$ cat src/rtl/pipe_stage_reg.sv
// Valid/ready pipeline register with optional two-entry skid buffer.
// out_data comes straight from the main register and reads NOP_VALUE whenever the stage is empty.
module pipe_stage_reg #(
  parameter int unsigned          DATA_W    = 166,
  parameter bit                   SKID      = 1'b1,
  parameter logic [DATA_W-1:0]    NOP_VALUE = '0
) (
  input  logic              clk,
  input  logic              rst,
  input  logic              flush,
  input  logic              in_valid,
  output logic              in_ready,
  input  logic [DATA_W-1:0] in_data,
  output logic              out_valid,
  input  logic              out_ready,
  output logic [DATA_W-1:0] out_data,
  output logic [1:0]        occupancy
);

  typedef enum logic [1:0] {StEmpty = 2'd0, StOne = 2'd1, StTwo = 2'd2} state_e;

  state_e            state_q, state_d;
  logic [DATA_W-1:0] main_q, main_d;
  logic [DATA_W-1:0] skid_q;
  logic              push, pop;

  assign push      = in_valid & in_ready;
  assign pop       = out_valid & out_ready;
  assign out_valid = (state_q != StEmpty);
  assign out_data  = main_q;
  assign occupancy = state_q;

  always_comb begin
    state_d = state_q;
    main_d  = main_q;
    if (flush) begin
      state_d = StEmpty;
      main_d  = NOP_VALUE;
    end else begin
      unique case (state_q)
        StEmpty: begin
          if (push) begin
            state_d = StOne;
            main_d  = in_data;
          end
        end
        StOne: begin
          if (push && pop) begin
            main_d = in_data;
          end else if (push && SKID) begin
            state_d = StTwo;
          end else if (pop) begin
            state_d = StEmpty;
            main_d  = NOP_VALUE;
          end
        end
        StTwo: begin
          if (pop) begin
            state_d = StOne;
            main_d  = skid_q;
          end
        end
        default: begin
          state_d = StEmpty;
          main_d  = NOP_VALUE;
        end
      endcase
    end
  end

  always_ff @(posedge clk) begin
    if (rst) begin
      state_q <= StEmpty;
      main_q  <= NOP_VALUE;
    end else begin
      state_q <= state_d;
      main_q  <= main_d;
    end
  end

  if (SKID) begin : g_skid
    logic [DATA_W-1:0] skid_d;
    logic              in_ready_q;

    always_comb begin
      skid_d = skid_q;
      if (flush) begin
        skid_d = NOP_VALUE;
      end else if (state_q == StOne && push && !pop) begin
        skid_d = in_data;
      end else if (state_q == StTwo && pop) begin
        skid_d = NOP_VALUE;
      end
    end

    // Ready is a flop of the next state, so out_ready never reaches in_ready combinationally.
    always_ff @(posedge clk) begin
      if (rst) begin
        skid_q     <= NOP_VALUE;
        in_ready_q <= 1'b1;
      end else begin
        skid_q     <= skid_d;
        in_ready_q <= (state_d != StTwo);
      end
    end

    assign in_ready = in_ready_q;
  end else begin : g_no_skid
    assign skid_q   = NOP_VALUE;
    assign in_ready = !out_valid | out_ready;
  end

endmodule

$ cat config.mk
export PLATFORM = sky130hd
export DESIGN_NAME = pipe_stage_reg
export DESIGN_NICKNAME = d
export VERILOG_FILES = /design/src/rtl/pipe_stage_reg.sv
export SDC_FILE = /design/constraint.sdc
export NUM_CORES = 1
export LEC_CHECK = 0
export ABC_AREA = 1
export CORE_AREA = 2 2 170 172
export CTS_BUF_LIST = sky130_fd_sc_hd__clkbuf_8
export CTS_CLUSTER_SIZE = 12
export DETAILED_ROUTE_END_ITERATION = 10
export DIE_AREA = 0 0 172 174
export PLACE_DENSITY = 0.9
export RECOVER_POWER = 100
export SLEW_MARGIN = 20
export SYNTH_ARGS = -nofsm -noshare
export SYNTH_HDL_FRONTEND = slang
export SYNTH_SLANG_ARGS = --single-unit
$ cat constraint.sdc
create_clock -name clk -period 2.1 [get_ports clk]
set_clock_uncertainty 0.15 [all_clocks]
set_input_delay 0.315 -clock clk [delete_from_list [all_inputs] [get_ports clk]]
set_output_delay 0.315 -clock clk [all_outputs]
set_load 0.02 [all_outputs]
==> results.json, run 1 <==
{
  "clock-sinks": 335,
  "ys_seq_area_share_pct": 47.62,
  "overflow": 0,
  "net-switching-power_w": 0.003628,
  "setup_slack_ns": 0.04336,
  "swShare_pct": 26.74,
  "wirelength_um": 45810,
  "crit_required_ns": 1.63,
  "start_kind": "register",
  "synth_edf_count": 0,
  "cp_max_fo": 2,
  "critPathArrivalTime_ns": 1.59,
  "holdCritPathClass": "primary input to register",
  "post_cts_buffers": 0,
  "synth_warnings": 0,
  "p_per_area_nw_per_um2": 711.3,
  "dieWidth_um": 172,
  "critPathBufInv": 1,
  "clockBufferDepth": 3,
  "start_util_pct": 49.87,
  "finalHoldViolations": 0,
  "vias_per_cell": 5.666,
  "die_area_um2": 29930,
  "via_count": 15510,
  "dp_cells": 2644,
  "fmax_ghz": 0.4862,
  "path_cells": "clkdlybuf4s50_1",
  "dpl_worst_slack_ns": -0.09951,
  "p_int_w": 0.009941,
  "slew_headroom_pct": 67.74,
  "nFillCells": 2223,
  "path_class": "register to primary output",
  "drc_errors": 0,
  "synthTopCellsByCount": "nand2_1, dfxtp_1, nand3_1",
  "synthMostInstantiatedCell": "nand2_1",
  "syn-num-nets": 2208,
  "synth_top_area_share_pct": 47.62,
  "gp_congestion": 0.8427,
  "clk_latency_ns": 0.58,
  "leakage_nw": 7.306,
  "wire_per_inst_um": 16.74,
  "synth_seq_cells": 335,
  "area_growth_pct": 35.47,
  "cts_tree": "done",
  "cp-end-kind": "primary output",
  "synth_top_area_cell": "dfxtp_1",
  "synth_area_um2": 14080,
  "clockRootBuffer": "clkbuf_8",
  "synth_ff_type": "dfxtp_1",
  "worstMarginPinSlew_ns": 0.4839,
  "crit_family": "buffers and inverters",
  "io_buffer_count": 340,
  "cts_made_buffers": 52,
  "grt_pass1_wl_um": 73580,
  "netlist_instances": 2037,
  "ys_types": 17,
  "status": "finished, final reports clean",
  "nets": 2485,
  "rows": 62,
  "avgSynthCellArea_um2": 6.913,
  "h-tree-depth": 2,
  "finalCriticalPeriod_ns": 2.057,
  "drive_gt1_share_pct": 5.952,
  "dpl.hpwl_um": 29240,
  "core_area_um2": 28240,
  "grt_max_degree": 100,
  "clock_power_share_pct": 37.5,
  "synthTopCellsByArea": "dfxtp_1, nand2_1, nand3_1",
  "maxCapViolations": 0,
  "pwr-share-comb_pct": 14.0,
  "fin_area_um2": 19080,
  "die_y_um": 174,
  "setup_viol": 0,
  "slowest_stage": "clkdlybuf4s50_1",
  "drt_iter0_drc": 1813,
  "synthArstFlopShare_pct": 0,
  "slowest_delay_ns": 0.63,
  "fin_crit_sh_pct": 97.94,
  "dr.pass1.iters": 6,
  "slew_viol_final": 0,
  "seq_power_share_pct": 48.5,
  "dpl_cell_area_um2": 18200,
  "globalRouteTotalUtil_pct": 29.84,
  "rsz0062_at_grt": "false",
  "grt_antenna_before_repair": 4,
  "path_clk_slew_ns": 0.06,
  "hold_buffers": 0,
  "grt_pass1_vias": 14820,
  "irDropWorstVdd_v": 0.0004975,
  "drtAntennaViolNets": 0,
  "instances_no_fill": 2737,
  "ioPinCount": 341
}
per-stage QoR:
| step | hold WS, ns | total power, W | setup TNS, ns | utilization (%) |
|---|---|---|---|---|
| 3_3_place_gp | 0.2958 | 0.008557 | -0.2863 | 64.45 |
| 2_1_floorplan | 0.2373 | 0.007612 | 0 | - |
| 4_1_cts | 0.1150 | 0.01362 | 0 | 67.84 |
| 5_1_grt | 0.1545 | 0.01406 | 0 | 67.56 |
| 3_5_place_dp | 0.3022 | 0.008606 | -4.878 | 64.45 |
| 6_report | 0.1422 | 0.01357 | 0 | 67.56 |
flip-flops by register name, indices dropped and copies added (netlist names):
signal	cells
in_ready	1
skid_q	166
out_data	166
occupancy	2
area by class of cell:
class	count	area, um2	area share (%)
flip-flops and latches	335	6706	35.15
well taps	384	480.5	2.519
inverters	7	36.28	0.1902
clock inverters	32	132.6	0.6952
repair buffers	403	4318	22.63
multi-input cells	1515	6575	34.47
diodes	1	2.502	0.01312
clock buffers	60	825.8	4.329
power groups by stage:
stage / sequential, W / combinational [W] / clock (W)
5_1_grt: 0.00659 / 0.00205 / 0.00543
6_report: 0.00658 / 0.00190 / 0.00509
3_5_place_dp: 0.00672 / 0.00189 / 0
2_1_floorplan: 0.00685 / 0.000765 / 0
4_1_cts: 0.00658 / 0.00190 / 0.00513
3_3_place_gp: 0.00671 / 0.00184 / 0
path summary, 6_finish.rpt:
kind	from	end	slack [ns]	cells past startpoint
max reg2reg	occupancy[1]	out_data[25]	0.14	7
max	out_data[121]	out_data[121]	0.04	1
min	rst	occupancy[0]	0.14	2
min reg2reg	skid_q[64]	skid_q[64]	0.31	2
cells by family after synthesis:
family / share of synthesized area (%)
buf+inv: 5.891
flops: 47.62
compound gates: 11.97
simple gates: 34.52
repair_timing:
action,in CTS,in global routing
setup endpoints to repair,3,3
hold endpoints to repair,0,0
pin swaps,0,0
gates resized for setup,5,3
layer usage:
layer | wire (um) | share of wire (%) | vias up | track usage, %
met1 | 17160 | 37 | 7177 | 36.17
met3 | 4711 | 10 | 166 | 7.696
li1 | - | - | 7229 | -
met4 | 2186 | 4.8 | 4 | 14.85
met5 | 23 | 0.050 | - | 0
met2 | 21720 | 47 | 933 | 48.93
cells in the final DEF, fill, tap and decap left out:
cell type,synthesis,final
nand2_1,838,836
dfxtp_1,335,335
nand3_1,334,334
a21oi_1,332,332
clkdlybuf4s50_1,0,330
clkbuf_8,0,60
buf_12,0,36
inv_1,2,28
buf_4,7,22
nor2_1,4,5
dlygate4sd3_1,0,5
clkinv_2,0,4
buf_6,0,4
inv_2,5,3
clkbuf_1,86,3
nand2_4,0,2
clkinvlp_4,0,2
dlygate4sd2_1,0,2
diode_2,0,1
nand2_2,2,1
a21oi_2,1,1
nand2_8,0,1
o21ai_4,0,1
inv_8,0,1
a31oi_1,1,1
nor3_1,0,1
inv_4,0,1
clkbuf_2,0,1
Power figures use the tool's default switching activity.
==> run 2, diff against run 1 <==
--- a/config.mk
+++ b/config.mk
@@ -6,12 +6,12 @@
 export NUM_CORES = 1
 export LEC_CHECK = 0
 export ABC_AREA = 1
-export CORE_AREA = 2 2 170 172
+export CORE_AREA = 2 2 241 243
 export CTS_BUF_LIST = sky130_fd_sc_hd__clkbuf_8
 export CTS_CLUSTER_SIZE = 12
 export DETAILED_ROUTE_END_ITERATION = 10
-export DIE_AREA = 0 0 172 174
-export PLACE_DENSITY = 0.9
+export DIE_AREA = 0 0 243 245
+export PLACE_DENSITY = 0.55
 export RECOVER_POWER = 100
 export SLEW_MARGIN = 20
 export SYNTH_ARGS = -nofsm -noshare
==> results.json, run 2 (same netlist as run 1, synthesis figures left out) <==
{
  "status": "finished, final reports clean",
  "globalRouteTotalUtil_pct": 16.68,
  "critPathBufInv": 1,
  "cts_made_buffers": 66,
  "grt_pass1_wl_um": 79860,
  "layout_common_cells": "nand2_1, dfxtp_1, nand3_1, a21oi_1, clkdlybuf4s50_1",
  "hold_buffers": 0,
  "crit_required_ns": 1.63,
  "dpl.hpwl_um": 33950,
  "clock-sinks": 335,
  "clockBufferDepth": 3,
  "drive_gt1_share_pct": 8.188,
  "nets": 2542,
  "path_cells": "clkdlybuf4s50_1",
  "area_growth_pct": 41.46,
  "leakage_nw": 8.049,
  "wire_per_inst_um": 16.12,
  "die_area_um2": 59540,
  "finalCriticalPeriod_ns": 2.026,
  "h-tree-depth": 3,
  "slew_headroom_pct": 48.83,
  "crit_family": "buffers and inverters",
  "slowest_delay_ns": 0.61,
  "grt_antenna_before_repair": 9,
  "overflow": 0,
  "cts_tree": "done",
  "setup_viol": 0,
  "vias_per_cell": 4.708,
  "slowest_stage": "clkdlybuf4s50_1",
  "worstMarginPinSlew_ns": 0.7675,
  "maxCapViolations": 0,
  "irDropWorstVdd_v": 0.0003693,
  "cp_max_fo": 2,
  "ff_latch_area_um2": 6706,
  "die_y_um": 245,
  "path_class": "register to primary output",
  "path_clk_slew_ns": 0.06,
  "cp-end-kind": "primary output",
  "dieWidth_um": 243,
  "grt_pass1_vias": 14370,
  "design_power_total_w": 0.01483,
  "drc_errors": 0,
  "fin_crit_sh_pct": 96.47,
  "critPathArrivalTime_ns": 1.56,
  "final.setup.tns_ns": 0,
  "start_kind": "register",
  "core_area_um2": 57030,
  "clk_latency_ns": 0.63,
  "ioPinCount": 341,
  "io_buffer_count": 340,
  "holdCritPathClass": "primary input to register",
  "slew_viol_final": 0,
  "start_util_pct": 24.69,
  "wirelength_um": 51190,
  "dr.pass1.iters": 5,
  "fmax_ghz": 0.4936,
  "nFillCells": 6190,
  "finalHoldViolations": 0,
  "clockRootBuffer": "clkbuf_8",
  "drt_iter0_drc": 931,
  "rsz0062_at_grt": "false",
  "grt_max_degree": 91,
  "layout_commonest_cell": "nand2_1",
  "multi_input_area_um2": 6588,
  "gp_congestion": 0.8098,
  "via_count": 14950,
  "p_per_area_nw_per_um2": 744.3,
  "post_cts_buffers": 0,
  "rows": 88,
  "drtAntennaViolNets": 0
}
-- run 2: cell count changes in the layout (fill, tap and decap cells not counted), moves of 4 or more --
cell             delta
buf_4              +37
clkbuf_8           +18
diode_2             +4
dlygate4sd3_1       -5
dlygate4sd2_1     +116
inv_1               -6
clkbuf_1           +14
clkdlybuf4s50_1   -121
-- run 2: cell type report --
type                            count  share of cell area [%]
Timing Repair Buffer              446                   22.04
Clock buffer                       78                   5.389
Multi-Input combinational cell   1515                   33.07
Tap cell                          765                   4.805
Antenna cell                        5                 0.06281
Clock inverter                     25                  0.7788
Inverter                            7                  0.1884
Sequential cell                   335                   33.67
-- run 2: per-layer routing --
| metal | GRT usage, % | vias up | share of wire [%] |
|---|---|---|---|
| met1 | 21.04 | 6956 | 43 |
| met3 | 4.548 | 118 | 7.5 |
| met2 | 26.43 | 534 | 45 |
| met4 | 7.795 | 8 | 3.6 |
| met5 | 0 | - | 0.13 |
| li1 | - | 7337 | - |
-- run 2: timing repair --
action | in CTS | in global routing
setup endpoints to repair | 120 | 11
pin swaps | 0 | 0
cloned | 0 | 0
resized for setup | 124 | 11
-- run 2: final timing paths --
path,slack (ns),startpoint,cells after the start,to
max,0.07,out_data[46],1,out_data[46]
min,0.12,in_data[135],3,skid_q[135]
max reg2reg,0.12,in_ready,7,out_data[142]
min reg2reg,0.31,skid_q[150],2,skid_q[150]
-- run 2: where the power goes --
group / internal (W) / switching, W
combinational: 0.000816 / 0.00105
clock: 0.00356 / 0.00282
sequential: 0.00650 / 0.0000763
total: 0.0109 / 0.00395
-- run 2: through the flow --
stage | area [um2] | utilization [%] | setup slack (ns) | hold slack, ns | std cells
6_report | 19920 | 34.93 | 0.07410 | 0.1237 | 3176
2_1_floorplan | 14080 | - | 0.3013 | 0.2373 | 2037
3_3_place_gp | 19010 | 33.33 | -0.2662 | 0.2961 | 3068
4_1_cts | 20090 | 35.23 | 0.0007611 | 0.05189 | 3171
3_5_place_dp | 19010 | 33.33 | -0.2742 | 0.3005 | 3068
5_1_grt | 19920 | 34.93 | 0.002379 | 0.08784 | 3176
-- run 2: worst min-delay path, delay by kind of cell --
kind,cells,cell delay (ns)
simple gates,1,0.07
compound gates,1,0.05
buf+inv,1,0.42
==> run 3, diff against run 2 <==
--- a/config.mk
+++ b/config.mk
@@ -6,13 +6,16 @@
 export NUM_CORES = 1
 export LEC_CHECK = 0
 export ABC_AREA = 1
-export CORE_AREA = 2 2 241 243
+export CELL_PAD_IN_SITES_DETAIL_PLACEMENT = 0
+export CELL_PAD_IN_SITES_GLOBAL_PLACEMENT = 1
+export CORE_AREA = 2 2 201 203
 export CTS_BUF_LIST = sky130_fd_sc_hd__clkbuf_8
 export CTS_CLUSTER_SIZE = 12
 export DETAILED_ROUTE_END_ITERATION = 10
-export DIE_AREA = 0 0 243 245
-export PLACE_DENSITY = 0.55
+export DIE_AREA = 0 0 203 205
+export PLACE_DENSITY = 0.91
 export RECOVER_POWER = 100
+export SETUP_SLACK_MARGIN = 0.15
 export SLEW_MARGIN = 20
 export SYNTH_ARGS = -nofsm -noshare
 export SYNTH_HDL_FRONTEND = slang
==> results.json, run 3 (same netlist as run 1, synthesis figures left out) <==
{
  "leakage_nw": 8.153,
  "drc_errors": 0,
  "net-switching-power_w": 0.003924,
  "start_util_pct": 35.77,
  "clockRootBuffer": "clkbuf_8",
  "area_growth_pct": 37.79,
  "worstMarginPinSlew_ns": 0.7078,
  "grt_pass1_vias": 13760,
  "path_clk_slew_ns": 0.06,
  "clk_latency_ns": 0.64,
  "slew_headroom_pct": 52.81,
  "holdCritPathClass": "primary input to register",
  "fin_area_um2": 19400,
  "status": "finished, final reports clean",
  "hold_path_depth": 2,
  "clock_power_share_pct": 43.9,
  "worst-r2r-cell-count": 7,
  "grt_antenna_before_repair": 6,
  "p_per_area_nw_per_um2": 772.4,
  "io_buffer_count": 340,
  "critPathBufInv": 2,
  "finalHoldViolations": 0,
  "clockBufferDepth": 3,
  "grt_max_degree": 87,
  "wirelength_um": 47640,
  "pwr-share-comb_pct": 12.3,
  "die_y_um": 205,
  "fmax_ghz": 0.5139,
  "dpl_cell_area_um2": 18320,
  "setup_viol": 0,
  "h-tree-depth": 2,
  "overflow": 0,
  "grt_pass1_wl_um": 74020,
  "drive_gt1_share_pct": 7.016,
  "maxCapViolations": 0,
  "critPathArrivalTime_ns": 1.48,
  "dp_cells": 2783,
  "final.setup.tns_ns": 0,
  "vias_per_cell": 5.115,
  "fin_crit_sh_pct": 92.67,
  "globalRouteTotalUtil_pct": 21.97,
  "dpl_worst_slack_ns": -0.1106,
  "path_class": "register to primary output",
  "gp_congestion": 0.7964,
  "setup_slack_ns": 0.1539,
  "rows": 73,
  "dpl.hpwl_um": 29560,
  "hold_buffers": 0,
  "cp-end-kind": "primary output",
  "seq_power_share_pct": 43.9,
  "cts_tree": "done",
  "finalCriticalPeriod_ns": 1.946,
  "layout_common_cells": "nand2_1, nand3_1, dfxtp_1, a21oi_1, clkdlybuf4s50_1",
  "via_count": 14800,
  "cts_made_buffers": 58,
  "slowest_stage": "dfxtp_2",
  "post_cts_buffers": 0,
  "p_int_w": 0.01106,
  "wire_per_inst_um": 16.47,
  "drtAntennaViolNets": 0,
  "die_area_um2": 41620,
  "instances_no_fill": 2893,
  "dieWidth_um": 203,
  "core_area_um2": 39370,
  "slew_viol_final": 0,
  "drt_iter0_drc": 1074,
  "cp_max_fo": 4,
  "rsz0062_at_grt": "true",
  "ioPinCount": 341,
  "irDropWorstVdd_v": 0.0005253,
  "slowest_delay_ns": 0.39,
  "start_kind": "register",
  "crit_family": "flip-flops",
  "dr.pass1.iters": 5,
  "cp.depth": 3,
  "path_cells": "inv_2, nand2_2, clkbuf_2",
  "clock-sinks": 335,
  "layout_commonest_cell": "nand2_1",
  "crit_required_ns": 1.63,
  "final_core_util_pct": 49.29,
  "nets": 2490,
  "swShare_pct": 26.19
}
run 3: cell types whose count changed in the layout (fill, tap and decap cells not counted), moves of 4 or more:
cell,previous run,this run
clkdlybuf4s50_1,209,170
buf_4,59,21
clkinv_2,1,5
clkbuf_1,17,1
dlygate4sd2_1,118,167
run 3: cell type report:
| cell class | instances | area (um2) |
|---|---|---|
| Sequential cell | 335 | 6708 |
| Fill cell | 3968 | 19960 |
| Tap cell | 525 | 656.9 |
| Antenna cell | 2 | 5.005 |
| Multi-Input combinational cell | 1515 | 6585 |
| Clock inverter | 26 | 186.4 |
| Clock buffer | 81 | 1115 |
| Inverter | 7 | 36.28 |
| Timing Repair Buffer | 402 | 4111 |
run 3: stage by stage:
step	power (W)	hold slack (ns)
floorplan	0.007612	0.2373
global placement	0.008604	0.2974
detailed placement	0.008618	0.3017
CTS	0.01514	0.03896
global route	0.01559	0.07545
finish	0.01499	0.09461
run 3: worst register-to-register path, cell delays in order (launching register included):
cell      delay [ns]
dfxtp_1         0.33
clkbuf_2        0.19
nor2_4          0.22
buf_6           0.47
nand2_1         0.17
nand2_1         0.09
nand2_1         0.05
a21oi_1         0.14
run 3: per-layer routing:
layer | vias to the layer above | wire length, um | part of all wire, % | GRT usage, %
li1 | 7238 | - | - | -
met1 | 6862 | 19910 | 42 | 28.39
met2 | 576 | 21750 | 46 | 34.01
met3 | 115 | 4254 | 8.9 | 6.538
met4 | 8 | 1670 | 3.5 | 9.489
met5 | - | 56 | 0.12 | 0
run 3: final timing paths:
path                     start      endpoint  slack (ns)
hold / removal             rst  occupancy[0]        0.09
setup reg to reg  occupancy[0]  out_data[62]        0.22
hold reg to reg     skid_q[58]    skid_q[58]        0.31
setup / recovery  occupancy[1]     out_valid        0.15
run 3: timing repair:
action,CTS,global route
hold endpoints to repair,0,0
gates cloned,0,1
resized for setup,177,6
setup endpoints to repair,170,22
run 3: power groups by stage:
stage	sequential, W	clock, W	combinational [W]
final	0.00657	0.00657	0.00184
after detailed placement	0.00672	0	0.00190
after global routing	0.00658	0.00700	0.00201
after CTS	0.00657	0.00674	0.00183
after global placement	0.00671	0	0.00189
after floorplan	0.00685	0	0.000765
